### src/rtl/logic_monostable_timer_pkg.sv
// Shared constants for the 74HC221/74HC123 monostable emulation: pin idle levels,
// default sizing and the pulse FSM state type.
package logic_monostable_timer_pkg;

    localparam int DEF_WIDTH_BITS  = 16;
    localparam int DEF_SYNC_STAGES = 2;

    localparam logic TRIG_NA_INACTIVE = 1'b1;
    localparam logic TRIG_B_INACTIVE  = 1'b0;
    localparam logic TRIG_NR_INACTIVE = 1'b1;

    typedef enum logic [0:0] {
        ST_IDLE  = 1'b0,
        ST_PULSE = 1'b1
    } state_t;

endpackage

### src/rtl/logic_monostable_timer_sync_edge.sv
// Pin synchronizer with registered edge detect; sync, rise and fall change together
// so the trigger decode sees levels and edges from the same sample.
import logic_monostable_timer_pkg::*;

module logic_monostable_timer_sync_edge #(
    parameter int   SYNC_STAGES = DEF_SYNC_STAGES,
    parameter logic RESET_VAL   = TRIG_B_INACTIVE
) (
    input  logic clk,
    input  logic rst,
    input  logic din,
    output logic sync,
    output logic rise,
    output logic fall
);

    logic [SYNC_STAGES-1:0] stages_r;
    logic [SYNC_STAGES:0]   valid_r;
    logic                   delay_r;
    logic                   rise_r;
    logic                   fall_r;

    // Synchronizer chain, delay flop and edge registers; edges are suppressed until
    // the chain holds real samples, so a pin already active in reset is only a level.
    always_ff @(posedge clk or posedge rst) begin
        if (rst) begin
            stages_r <= {SYNC_STAGES{RESET_VAL}};
            valid_r  <= {(SYNC_STAGES+1){1'b0}};
            delay_r  <= RESET_VAL;
            rise_r   <= 1'b0;
            fall_r   <= 1'b0;
        end else begin
            stages_r <= {stages_r[SYNC_STAGES-2:0], din};
            valid_r  <= {valid_r[SYNC_STAGES-1:0], 1'b1};
            delay_r  <= stages_r[SYNC_STAGES-1];
            rise_r   <= valid_r[SYNC_STAGES] & stages_r[SYNC_STAGES-1] & ~delay_r;
            fall_r   <= valid_r[SYNC_STAGES] & ~stages_r[SYNC_STAGES-1] & delay_r;
        end
    end

    assign sync = delay_r;
    assign rise = rise_r;
    assign fall = fall_r;

endmodule

### src/rtl/logic_monostable_timer.sv
// Monostable timing core: synchronizes nA/B/nR, decodes trigger events and
// drives a registered Q pulse of PW clock cycles (optionally retriggerable).
import logic_monostable_timer_pkg::*;

module logic_monostable_timer #(
    parameter int WIDTH_BITS  = DEF_WIDTH_BITS,
    parameter int SYNC_STAGES = DEF_SYNC_STAGES,
    parameter bit RETRIG      = 1'b0
) (
    input  logic                  CLK,
    input  logic                  RST,
    input  logic                  nA,
    input  logic                  B,
    input  logic                  nR,
    input  logic [WIDTH_BITS-1:0] PW,
    output logic                  Q,
    output logic                  nQ,
    output logic                  BUSY
);

    localparam logic [WIDTH_BITS-1:0] CNT_ZERO = {WIDTH_BITS{1'b0}};
    localparam logic [WIDTH_BITS-1:0] CNT_ONE  = {{(WIDTH_BITS-1){1'b0}}, 1'b1};

    logic sa_s, sb_s, sr_s;
    logic rise_a_s, fall_a_s, rise_b_s, fall_b_s, rise_r_s, fall_r_s;
    logic trig_s;
    logic unused_edges_s;

    state_t                state_r, state_next_s;
    logic [WIDTH_BITS-1:0] count_r, count_next_s;
    logic                  q_r, nq_r, busy_r, q_next_s;

    logic_monostable_timer_sync_edge #(.SYNC_STAGES(SYNC_STAGES), .RESET_VAL(TRIG_NA_INACTIVE)) u_sync_a (
        .clk(CLK), .rst(RST), .din(nA), .sync(sa_s), .rise(rise_a_s), .fall(fall_a_s)
    );
    logic_monostable_timer_sync_edge #(.SYNC_STAGES(SYNC_STAGES), .RESET_VAL(TRIG_B_INACTIVE)) u_sync_b (
        .clk(CLK), .rst(RST), .din(B), .sync(sb_s), .rise(rise_b_s), .fall(fall_b_s)
    );
    logic_monostable_timer_sync_edge #(.SYNC_STAGES(SYNC_STAGES), .RESET_VAL(TRIG_NR_INACTIVE)) u_sync_r (
        .clk(CLK), .rst(RST), .din(nR), .sync(sr_s), .rise(rise_r_s), .fall(fall_r_s)
    );

    assign unused_edges_s = ^{rise_a_s, fall_b_s, fall_r_s};

    // Any input may complete the enable condition; the others must already be active.
    assign trig_s = (fall_a_s & sb_s & sr_s) |
                    (rise_b_s & ~sa_s & sr_s) |
                    (rise_r_s & ~sa_s & sb_s);

    // State register with the registered pin-facing outputs.
    always_ff @(posedge CLK or posedge RST) begin
        if (RST) begin
            state_r <= ST_IDLE;
            count_r <= CNT_ZERO;
            q_r     <= 1'b0;
            nq_r    <= 1'b1;
            busy_r  <= 1'b0;
        end else begin
            state_r <= state_next_s;
            count_r <= count_next_s;
            q_r     <= q_next_s;
            nq_r    <= ~q_next_s;
            busy_r  <= q_next_s;
        end
    end

    // Next-state and counter update; clear dominates, then accepted triggers, then countdown.
    always_comb begin
        state_next_s = state_r;
        count_next_s = count_r;
        if (!sr_s) begin
            state_next_s = ST_IDLE;
            count_next_s = CNT_ZERO;
        end else if (trig_s && ((state_r == ST_IDLE) || (RETRIG == 1'b1))) begin
            count_next_s = PW;
            if (PW != CNT_ZERO) begin
                state_next_s = ST_PULSE;
            end else begin
                state_next_s = ST_IDLE;
            end
        end else begin
            case (state_r)
                ST_IDLE: begin
                    state_next_s = ST_IDLE;
                    count_next_s = count_r;
                end
                ST_PULSE: begin
                    count_next_s = count_r - CNT_ONE;
                    if (count_r == CNT_ONE) begin
                        state_next_s = ST_IDLE;
                    end else begin
                        state_next_s = ST_PULSE;
                    end
                end
                default: begin
                    state_next_s = ST_IDLE;
                    count_next_s = CNT_ZERO;
                end
            endcase
        end
    end

    // Output decode: Q is high exactly while the pulse state is held.
    always_comb begin
        q_next_s = 1'b0;
        if (state_next_s == ST_PULSE) begin
            q_next_s = 1'b1;
        end else begin
            q_next_s = 1'b0;
        end
    end

    assign Q    = q_r;
    assign nQ   = nq_r;
    assign BUSY = busy_r;

endmodule
### config.mk
export PLATFORM = sky130hd
export DESIGN_NAME = logic_monostable_timer
export DESIGN_NICKNAME = d
export VERILOG_FILES = /design/src/rtl/logic_monostable_timer_pkg.sv /design/src/rtl/logic_monostable_timer_sync_edge.sv /design/src/rtl/logic_monostable_timer.sv
export SDC_FILE = /design/constraint.sdc
export NUM_CORES = 1
export LEC_CHECK = 0
export CORE_ASPECT_RATIO = 1.2
export CORE_MARGIN = 2
export CORE_UTILIZATION = 55
export DETAILED_ROUTE_END_ITERATION = 10
export MAX_ROUTING_LAYER = met4
export PLACE_DENSITY = 0.79
export SLEW_MARGIN = 20
export SYNTH_ARGS = -nofsm -noshare
export SYNTH_HDL_FRONTEND = slang
export SYNTH_HIERARCHICAL = 1
export SYNTH_SLANG_ARGS = --single-unit
### constraint.sdc
create_clock -name CLK -period 2.7 [get_ports CLK]
set_clock_uncertainty 0.1 [all_clocks]
set_input_delay 0.27 -clock CLK [delete_from_list [all_inputs] [get_ports CLK]]
set_output_delay 0.27 -clock CLK [all_outputs]
set_load 0.03 [all_outputs]
==> results.sh, run 1 <==
export IMPL_die_width_microns=55.8
export IMPL_htree_levels=2
export IMPL_post_cts_repair_setup_buffers=0
export IMPL_number_of_antenna_violations_at_the_first_check_in_global_routing=0
export IMPL_worst_slack_ps=522
export IMPL_die_area_sq_um=3690
export IMPL_gr_usage_all_layers_pct=24.2
export IMPL_totalNegativeSetupSlack_ps=0
export IMPL_clock_latency_ps=360
export IMPL_worstSetupPathType="reg -> reg"
export IMPL_portion_of_the_clock_cycle_consumed_by_the_worst_path_in_the_final_layout_pct=80.7
export IMPL_timing_critical_path_required_ps=2880
export IMPL_floorplan_rows=22
export IMPL_wire_length_of_the_first_global_routing_pass_microns=6620
export IMPL_max_slew_margin_rel_pct=50.2
export IMPL_timing_final_hold_violations=0
export IMPL_power_leakage_nw=0.898
export IMPL_num_nets_final=218
export IMPL_seqCellArea_sq_um=985
export IMPL_wl_per_cell_microns=17.0
export IMPL_final_max_slew_viol_count=0
export IMPL_min_period_ps=2180
export IMPL_max_clock_freq_mhz=459
export IMPL_p_total_mw=1.21
export IMPL_largest_net_degree_at_the_start_of_global_routing=20
export IMPL_max_cap_violations=0
export IMPL_final_core_util_pct=68.4
export IMPL_detailed_place_hpwl_microns=2800
export IMPL_drc=0
export IMPL_cts_buffers_inserted=5
export IMPL_timing_critical_path_arrival_ps=2360
export IMPL_clk_transition_reported_paths_ps=120
export IMPL_power_per_cell_area_nw_per_um2=579
export IMPL_place_worst_setup_slack_ps=590
export IMPL_numClockSinks=39
export IMPL_total_global_routing_overflow=0
export IMPL_floorplan_die_height_microns=66.2
export IMPL_ff2ff_path_depth=6
export IMPL_post_synth_instance_area_sq_um=1770
export IMPL_post_drt_via_cell_ratio=6.13
export IMPL_root_buffer_selected_by_cts="sky130_fd_sc_hd__clkbuf_4"
export IMPL_insertedDiodeCount=0
export IMPL_layout_drive_gt1_share_pct=11.7
export IMPL_clock_path_buffers=2
export IMPL_postSynthCellCount=169
export IMPL_first_global_vias=1494
export IMPL_worst_slew_pin_slew_ps=747
export IMPL_report_final_setup_viol=0
export IMPL_detailroute_via_count=1422
export IMPL_drt_iter0_markers=71
export IMPL_yosys_warnings=6
export IMPL_ios=24
export IMPL_cts_hold_buf=0
export IMPL_effective_utilization_at_floorplan_pct=58.0
export IMPL_syn_mean_instance_area_sq_um=10.5
export IMPL_antenna_left=0
export IMPL_start_kind="flip-flop"
export IMPL_critical_path_endpoint_type="flip-flop"
export IMPL_postSynthNetCount=192
export IMPL_area_growth_synth_to_final_pct=18.0
export IMPL_min_delay_path_class="in -> async"
export IMPL_finalWeightedCongestion=0.906
export IMPL_outcome="complete, no violations"
export IMPL_grt_setup_unrepaired="false"
export IMPL_cts_tree="built"
export IMPL_core_region_area_sq_um=3060
export IMPL_critPathMaxFanout=19
export IMPL_vdd_ir_drop_worst_uv=482
export IMPL_combined_area_of_the_multi_input_logic_cells_sq_um=721
export IMPL_number_of_port_buffers=23
export IMPL_ctsResizeCount=0
export IMPL_dr_pass1_iters=4
export IMPL_detail_route_wirelength_microns=3940
export IMPL_num_fill_cells=222
cell type report:
class,count,share of cell area (%)
flip-flops and latches,39,47.1
multi-input cells,114,34.5
repair buffers,25,11.7
well taps,36,2.15
clock buffers,5,1.80
inverters,10,1.80
clock inverters,3,0.958
critical path, cell delays in order (launching register included):
cell	delay [ps]
sky130_fd_sc_hd__dfstp_2	760
sky130_fd_sc_hd__and2_1	200
sky130_fd_sc_hd__o21ai_0	150
sky130_fd_sc_hd__a21oi_1	400
sky130_fd_sc_hd__buf_4	240
sky130_fd_sc_hd__a311oi_1	60
sky130_fd_sc_hd__nor3_1	200
registers in the layout (all words and copies together) (netlist names):
register	cells
u_sync_a/stages_r	2
u_sync_a/fall	1
nQ	1
u_sync_b/valid_r	3
u_sync_b/rise	1
u_sync_b/stages_r	2
u_sync_a/valid_r	3
u_sync_r/stages_r	2
count_r	16
u_sync_b/sync	1
u_sync_r/sync	1
u_sync_r/rise	1
u_sync_r/valid_r	3
BUSY	1
u_sync_a/sync	1
where the power goes:
group	leakage (nW)	total, mW	switching, mW	internal [mW]
sequential	0.485	0.674	0.0457	0.628
combinational	0.386	0.235	0.131	0.104
clock	0.0272	0.301	0.202	0.0993
total	0.898	1.21	0.378	0.831
placed cells by master (no fill, tap or decap), types with 3 or more instances in the layout:
master,count
sky130_fd_sc_hd__dfrtp_1,32
sky130_fd_sc_hd__nand3_1,4
sky130_fd_sc_hd__dfstp_2,7
sky130_fd_sc_hd__nor4_1,7
sky130_fd_sc_hd__conb_1,3
sky130_fd_sc_hd__a21oi_1,15
sky130_fd_sc_hd__clkdlybuf4s50_1,23
sky130_fd_sc_hd__nand2_1,13
sky130_fd_sc_hd__nor2_1,8
sky130_fd_sc_hd__clkbuf_4,5
sky130_fd_sc_hd__o311ai_0,4
sky130_fd_sc_hd__nor3_1,6
sky130_fd_sc_hd__o21ai_0,6
sky130_fd_sc_hd__a31oi_1,3
sky130_fd_sc_hd__inv_1,10
sky130_fd_sc_hd__and3b_1,3
through the flow:
stage | instances | area, sq um | hold WS [ps]
6_report | 232 | 2090 | 104
5_1_grt | 232 | 2090 | 155
4_1_cts | 232 | 2090 | 122
3_5_place_dp | 224 | 2030 | 238
3_3_place_gp | 224 | 2030 | 234
2_1_floorplan | 169 | 1770 | -28.8
worst paths after layout:
| kind | start | to | slack (ps) |
|---|---|---|---|
| max in group asynchronous | RST | count_r[1] | 1710 |
| min reg2reg | u_sync_a/valid_r[0] | u_sync_a/valid_r[1] | 260 |
| min in group CLK | nR | u_sync_r/stages_r[0] | 210 |
| max | u_sync_r/sync | count_r[7] | 520 |
| max reg2reg | u_sync_r/sync | count_r[7] | 520 |
| min | RST | u_sync_a/valid_r[1] | 100 |
per-layer routing:
layer  global-route usage, %  vias to the layer above  routed length [microns]
met2                    38.8                       66                     1820
met5                       -                        -                        0
met3                    6.85                       15                      291
met4                    13.1                        0                      148
li1                        -                      669                        -
met1                    27.6                      672                     1670
No activity file was read; power rests on OpenSTA's default activity.
==> run 2, diff against run 1 <==
CORE_UTILIZATION = 49   (was 55)
PLACE_DENSITY = 0.75   (was 0.79)
clock period = 2 ns   (was 2.7 ns; I/O delays follow)
==> results.sh, run 2 (same netlist as run 1, synthesis figures left out) <==
export IMPL_first_global_vias=1571
export IMPL_final_cell_area_sq_um=2240
export IMPL_clock_path_buffers=2
export IMPL_grt_setup_unrepaired="true"
export IMPL_timing_final_hold_violations=0
export IMPL_detail_route_wirelength_microns=4000
export IMPL_effective_utilization_at_floorplan_pct=52.2
export IMPL_path_cells="buf_4 -> clkdlybuf4s50_1"
export IMPL_start_kind="flip-flop"
export IMPL_outcome="complete, but fails checks"
export IMPL_wire_length_of_the_first_global_routing_pass_microns=6820
export IMPL_vdd_ir_drop_worst_uv=582
export IMPL_power_per_cell_area_nw_per_um2=859
export IMPL_portion_of_the_clock_cycle_consumed_by_the_worst_path_in_the_final_layout_pct=96.2
export IMPL_drc=3
export IMPL_leading_cell_type_in_the_layout_fill_and_taps_excluded="sky130_fd_sc_hd__dfrtp_1"
export IMPL_max_cap_violations=0
export IMPL_floorplan_rows=23
export IMPL_cts_hold_buf=0
export IMPL_detailed_place_hpwl_microns=2970
export IMPL_wl_per_cell_microns=16.5
export IMPL_largest_net_degree_at_the_start_of_global_routing=19
export IMPL_max_clock_freq_mhz=520
export IMPL_largest_register_ffs=16
export IMPL_finalWeightedCongestion=0.923
export IMPL_report_final_setup_viol=0
export IMPL_worst_path_largest_cell_delay_ps=670
export IMPL_met3_wirelength_microns=308
export IMPL_critPathMaxFanout=9
export IMPL_met2_length_microns=2090
export IMPL_drt_met1_wl_microns=1520
export IMPL_antenna_left=0
export IMPL_power_leakage_nw=0.977
export IMPL_inst_count_dp=234
export IMPL_post_drt_via_cell_ratio=6.16
export IMPL_insertedDiodeCount=0
export IMPL_drt_iter0_markers=124
export IMPL_total_global_routing_overflow=0
export IMPL_max_flop_register="count_r"
export IMPL_ios=24
export IMPL_post_cts_repair_setup_buffers=0
export IMPL_min_delay_path_class="in -> async"
export IMPL_die_area_sq_um=4110
export IMPL_detailroute_via_count=1491
export IMPL_floorplan_die_height_microns=69.9
export IMPL_cp_top_family="buffers and inverters"
export IMPL_timing_critical_path_required_ps=1700
export IMPL_clk_transition_reported_paths_ps=70
export IMPL_num_nets_final=227
export IMPL_timing_critical_path_arrival_ps=1620
export IMPL_violations="DRC"
export IMPL_htree_levels=2
export IMPL_core_region_area_sq_um=3400
export IMPL_cts_tree="built"
export IMPL_number_of_antenna_violations_at_the_first_check_in_global_routing=0
export IMPL_clock_latency_ps=300
export IMPL_totalNegativeSetupSlack_ps=0
export IMPL_post_place_instance_area_sq_um=2100
export IMPL_cts_buffers_inserted=5
export IMPL_gr_usage_all_layers_pct=22.8
export IMPL_numClockSinks=39
export IMPL_die_width_microns=58.9
export IMPL_leading_cell_types_in_the_layout_fill_and_taps_excluded="sky130_fd_sc_hd__dfrtp_1 (31), sky130_fd_sc_hd__clkdlybuf4s50_1 (23), sky130_fd_sc_hd__a21oi_1 (14)"
export IMPL_final_instance_count_excl_fill=242
export IMPL_dr_pass1_iters=7
export IMPL_timing_critical_path_buf_inv=2
export IMPL_root_buffer_selected_by_cts="sky130_fd_sc_hd__clkbuf_8"
export IMPL_number_of_port_buffers=23
export IMPL_area_growth_synth_to_final_pct=26.3
export IMPL_min_period_ps=1920
export IMPL_layout_drive_gt1_share_pct=17.6
export IMPL_critical_path_slowest_cell="sky130_fd_sc_hd__clkdlybuf4s50_1"
export IMPL_top_signal_layer_used="met4"
export IMPL_critical_path_endpoint_type="output pin"
export IMPL_final_max_slew_viol_count=0
export IMPL_worstSetupPathType="reg -> out"
-- run 2: area by class of cell --
type / instances / area [sq um]
tap: 37 / 46.3
multi-input combinational: 114 / 738
clock inverter: 2 / 35.0
clock buffer: 6 / 82.6
inverter: 10 / 37.5
timing repair buffer: 34 / 313
sequential: 39 / 986
fill: 285 / 1160
-- run 2: where the power goes --
| part | leakage, nW | internal [mW] | total, mW | switching, mW |
|---|---|---|---|---|
| clock | 0.0612 | 0.403 | 0.668 | 0.264 |
| combinational | 0.432 | 0.163 | 0.352 | 0.189 |
| sequential | 0.483 | 0.848 | 0.902 | 0.0540 |
| total | 0.977 | 1.41 | 1.92 | 0.508 |
-- run 2: per-layer routing --
metal	global-route usage, %	vias up
li1	-	683
met1	24.5	743
met4	13.6	0
met2	36.2	57
met5	-	-
met3	6.67	8
-- run 2: worst register-to-register path: stages, from the launching register on --
cell and delay, ps:
sky130_fd_sc_hd__dfrtp_1 440, sky130_fd_sc_hd__or3_1 420, sky130_fd_sc_hd__or4_4 500, sky130_fd_sc_hd__and3_4 190, sky130_fd_sc_hd__o21a_1 170
-- run 2: what timing repair did --
item | in CTS | in global routing
endpoints found under the setup margin | 3 | 3
endpoints found under the hold margin | 0 | 0
gates cloned | 0 | 0
gates resized for setup | 2 | 3
-- run 2: path summary, 6_finish.rpt --
kind                       slack (ps)                   end  cells after the start                 from
setup reg to reg                   80            count_r[9]                      4           count_r[4]
hold / removal                    120  u_sync_b/stages_r[0]                      2                  RST
hold reg to reg                   250   u_sync_r/valid_r[2]                      0  u_sync_r/valid_r[1]
max in group asynchronous        1310                    nQ                      3                  RST
min in group CLK                  220  u_sync_r/stages_r[0]                      1                   nR
setup / recovery                   80                     Q                      2                 BUSY
-- run 2: metrics by stage --
stage                     setup slack [ps]  utilization [%]  power (mW)  hold slack (ps)
after floorplan                       86.5                -        1.12            -98.8
after global placement                 108             61.9        1.24              234
after detailed placement              44.1             61.9        1.26              238
after CTS                             74.4             65.5        1.93              126
after global routing                  18.7             65.9        2.02              154
final                                 75.3             65.9        1.92              124
==> run 3, diff against run 2 <==
CELL_PAD_IN_SITES_DETAIL_PLACEMENT = 1   (was unset)
CELL_PAD_IN_SITES_GLOBAL_PLACEMENT = 2   (was unset)
CORE_UTILIZATION = 32   (was 49)
PLACE_DENSITY = unset   (was 0.75)
PLACE_DENSITY_LB_ADDON = 0.1   (was unset)
==> results.sh, run 3 (same netlist as run 1, synthesis figures left out) <==
export IMPL_combined_area_of_the_multi_input_logic_cells_sq_um=742
export IMPL_post_drt_via_cell_ratio=5.47
export IMPL_wl_per_cell_microns=18.6
export IMPL_effective_utilization_at_floorplan_pct=33.2
export IMPL_largest_net_degree_at_the_start_of_global_routing=19
export IMPL_start_kind="flip-flop"
export IMPL_wire_length_of_the_first_global_routing_pass_microns=8270
export IMPL_report_final_setup_viol=0
export IMPL_met3_wirelength_microns=151
export IMPL_total_global_routing_overflow=0
export IMPL_floorplan_die_height_microns=85.5
export IMPL_number_of_antenna_violations_at_the_first_check_in_global_routing=0
export IMPL_worst_slew_pin_slew_ps=490
export IMPL_power_leakage_nw=0.994
export IMPL_worstSetupPathType="reg -> reg"
export IMPL_num_fill_cells=597
export IMPL_clk_transition_reported_paths_ps=90
export IMPL_layout_drive_gt1_share_pct=21.1
export IMPL_largest_register_ffs=16
export IMPL_drt_iter0_markers=26
export IMPL_totalNegativeSetupSlack_ps=0
export IMPL_met2_length_microns=2830
export IMPL_final_core_util_pct=43.2
export IMPL_critical_path_endpoint_type="flip-flop"
export IMPL_dr_pass1_iters=4
export IMPL_ios=24
export IMPL_critPathMaxFanout=4
export IMPL_die_area_sq_um=6150
export IMPL_min_delay_path_class="in -> async"
export IMPL_finalWeightedCongestion=0.828
export IMPL_timing_critical_path_required_ps=2090
export IMPL_place_worst_setup_slack_ps=56.8
export IMPL_worst_path_largest_cell_delay_ps=500
export IMPL_timing_final_hold_violations=0
export IMPL_cts_tree="built"
export IMPL_grt_setup_unrepaired="false"
export IMPL_seqCellArea_sq_um=986
export IMPL_core_region_area_sq_um=5330
export IMPL_detailed_place_hpwl_microns=3960
export IMPL_floorplan_rows=29
export IMPL_num_nets_final=235
export IMPL_drc=0
export IMPL_ff2ff_path_depth=4
export IMPL_min_period_ps=1930
export IMPL_gr_usage_all_layers_pct=18.3
export IMPL_first_global_vias=1669
export IMPL_number_of_port_buffers=23
export IMPL_finalHoldWorstSlack_ps=141
export IMPL_reg2reg_from="count_r[6]"
export IMPL_timing_critical_path_arrival_ps=2020
export IMPL_path_cells="or3_4 -> or4_4 -> and3_4 -> o21a_1"
export IMPL_max_slew_margin_rel_pct=66.9
export IMPL_cp_top_family="simple AND/OR/NAND/NOR gates"
export IMPL_top_signal_layer_used="met4"
export IMPL_clock_path_buffers=2
export IMPL_outcome="complete, no violations"
export IMPL_ff2ff_setup_slack_ps=70
export IMPL_worst_slack_ps=68.3
export IMPL_cts_buffers_inserted=5
export IMPL_max_flop_register="count_r"
export IMPL_leading_cell_types_in_the_layout_fill_and_taps_excluded="sky130_fd_sc_hd__dfrtp_1 (31), sky130_fd_sc_hd__clkdlybuf4s50_1 (23), sky130_fd_sc_hd__buf_4 (19)"
export IMPL_leading_cell_type_in_the_layout_fill_and_taps_excluded="sky130_fd_sc_hd__dfrtp_1"
export IMPL_critical_path_endpoint="count_r[9]"
export IMPL_timing_critical_path_buf_inv=0
export IMPL_critical_path_cell_count=4
export IMPL_die_width_microns=71.9
export IMPL_portion_of_the_clock_cycle_consumed_by_the_worst_path_in_the_final_layout_pct=96.6
export IMPL_detailroute_via_count=1503
export IMPL_area_growth_synth_to_final_pct=30.1
export IMPL_htree_levels=2
export IMPL_max_cap_violations=0
export IMPL_numClockSinks=39
export IMPL_vdd_ir_drop_worst_uv=462
export IMPL_r2r_end="count_r[9]"
export IMPL_detail_route_wirelength_microns=5110
export IMPL_cp_startpoint="count_r[6]"
export IMPL_critical_path_slowest_cell="sky130_fd_sc_hd__or4_4"
export IMPL_power_per_cell_area_nw_per_um2=806
export IMPL_insertedDiodeCount=0
export IMPL_antenna_left=0
export IMPL_root_buffer_selected_by_cts="sky130_fd_sc_hd__clkbuf_8"
export IMPL_final_max_slew_viol_count=0
export IMPL_clock_latency_ps=290
export IMPL_drt_met1_wl_microns=2020
export IMPL_max_clock_freq_mhz=518
==> run 3: worst register-to-register path, cell delays in order (launching register included) <==
cell	delay, ps
sky130_fd_sc_hd__dfrtp_1	430
sky130_fd_sc_hd__or3_4	430
sky130_fd_sc_hd__or4_4	500
sky130_fd_sc_hd__and3_4	190
sky130_fd_sc_hd__o21a_1	180
==> run 3: per-stage QoR <==
| stage | instance area [sq um] | std cells | total power [mW] |
|---|---|---|---|
| after CTS | 2280 | 275 | 1.87 |
| after floorplan | 1770 | 169 | 1.12 |
| after detailed placement | 2190 | 267 | 1.33 |
| final | 2300 | 275 | 1.86 |
| after global placement | 2190 | 267 | 1.31 |
| after global routing | 2300 | 275 | 1.96 |
==> run 3: report_power, final <==
group | internal (mW) | switching [mW]
clock | 0.243 | 0.289
sequential | 0.848 | 0.0547
combinational | 0.206 | 0.219
==> run 3: what timing repair did <==
action / 4_1_cts / 5_1_grt
endpoints found under the setup margin: 2 / 6
gates cloned: 0 / 0
setup buffers: 0 / 0
hold buffers: 0 / 0
gates resized for setup: 1 / 6
==> run 3: how the worst min path moves through the flow <==
stage                                 endpoint  slack, ps
final                     u_sync_b/stages_r[0]        140
after CTS                  u_sync_a/valid_r[0]        160
after global routing       u_sync_b/valid_r[0]        160
after floorplan                  u_sync_a/fall       -100
after global placement     u_sync_r/valid_r[2]        230
after detailed placement  u_sync_b/stages_r[1]        240
==> run 3: area by class of cell <==
cell class              count  area share, %
clock buffers               5           2.99
clock inverters             3          0.869
inverters                  10           1.63
multi-input cells         114           32.2
flip-flops and latches     39           42.8
well taps                  62           3.37
repair buffers             42           16.2
==> run 3: routing by layer <==
layer,GRT usage [%],vias to the layer above
met2,33.0,26
li1,-,697
met5,-,-
met4,7.55,0
met1,19.8,773
met3,2.94,7
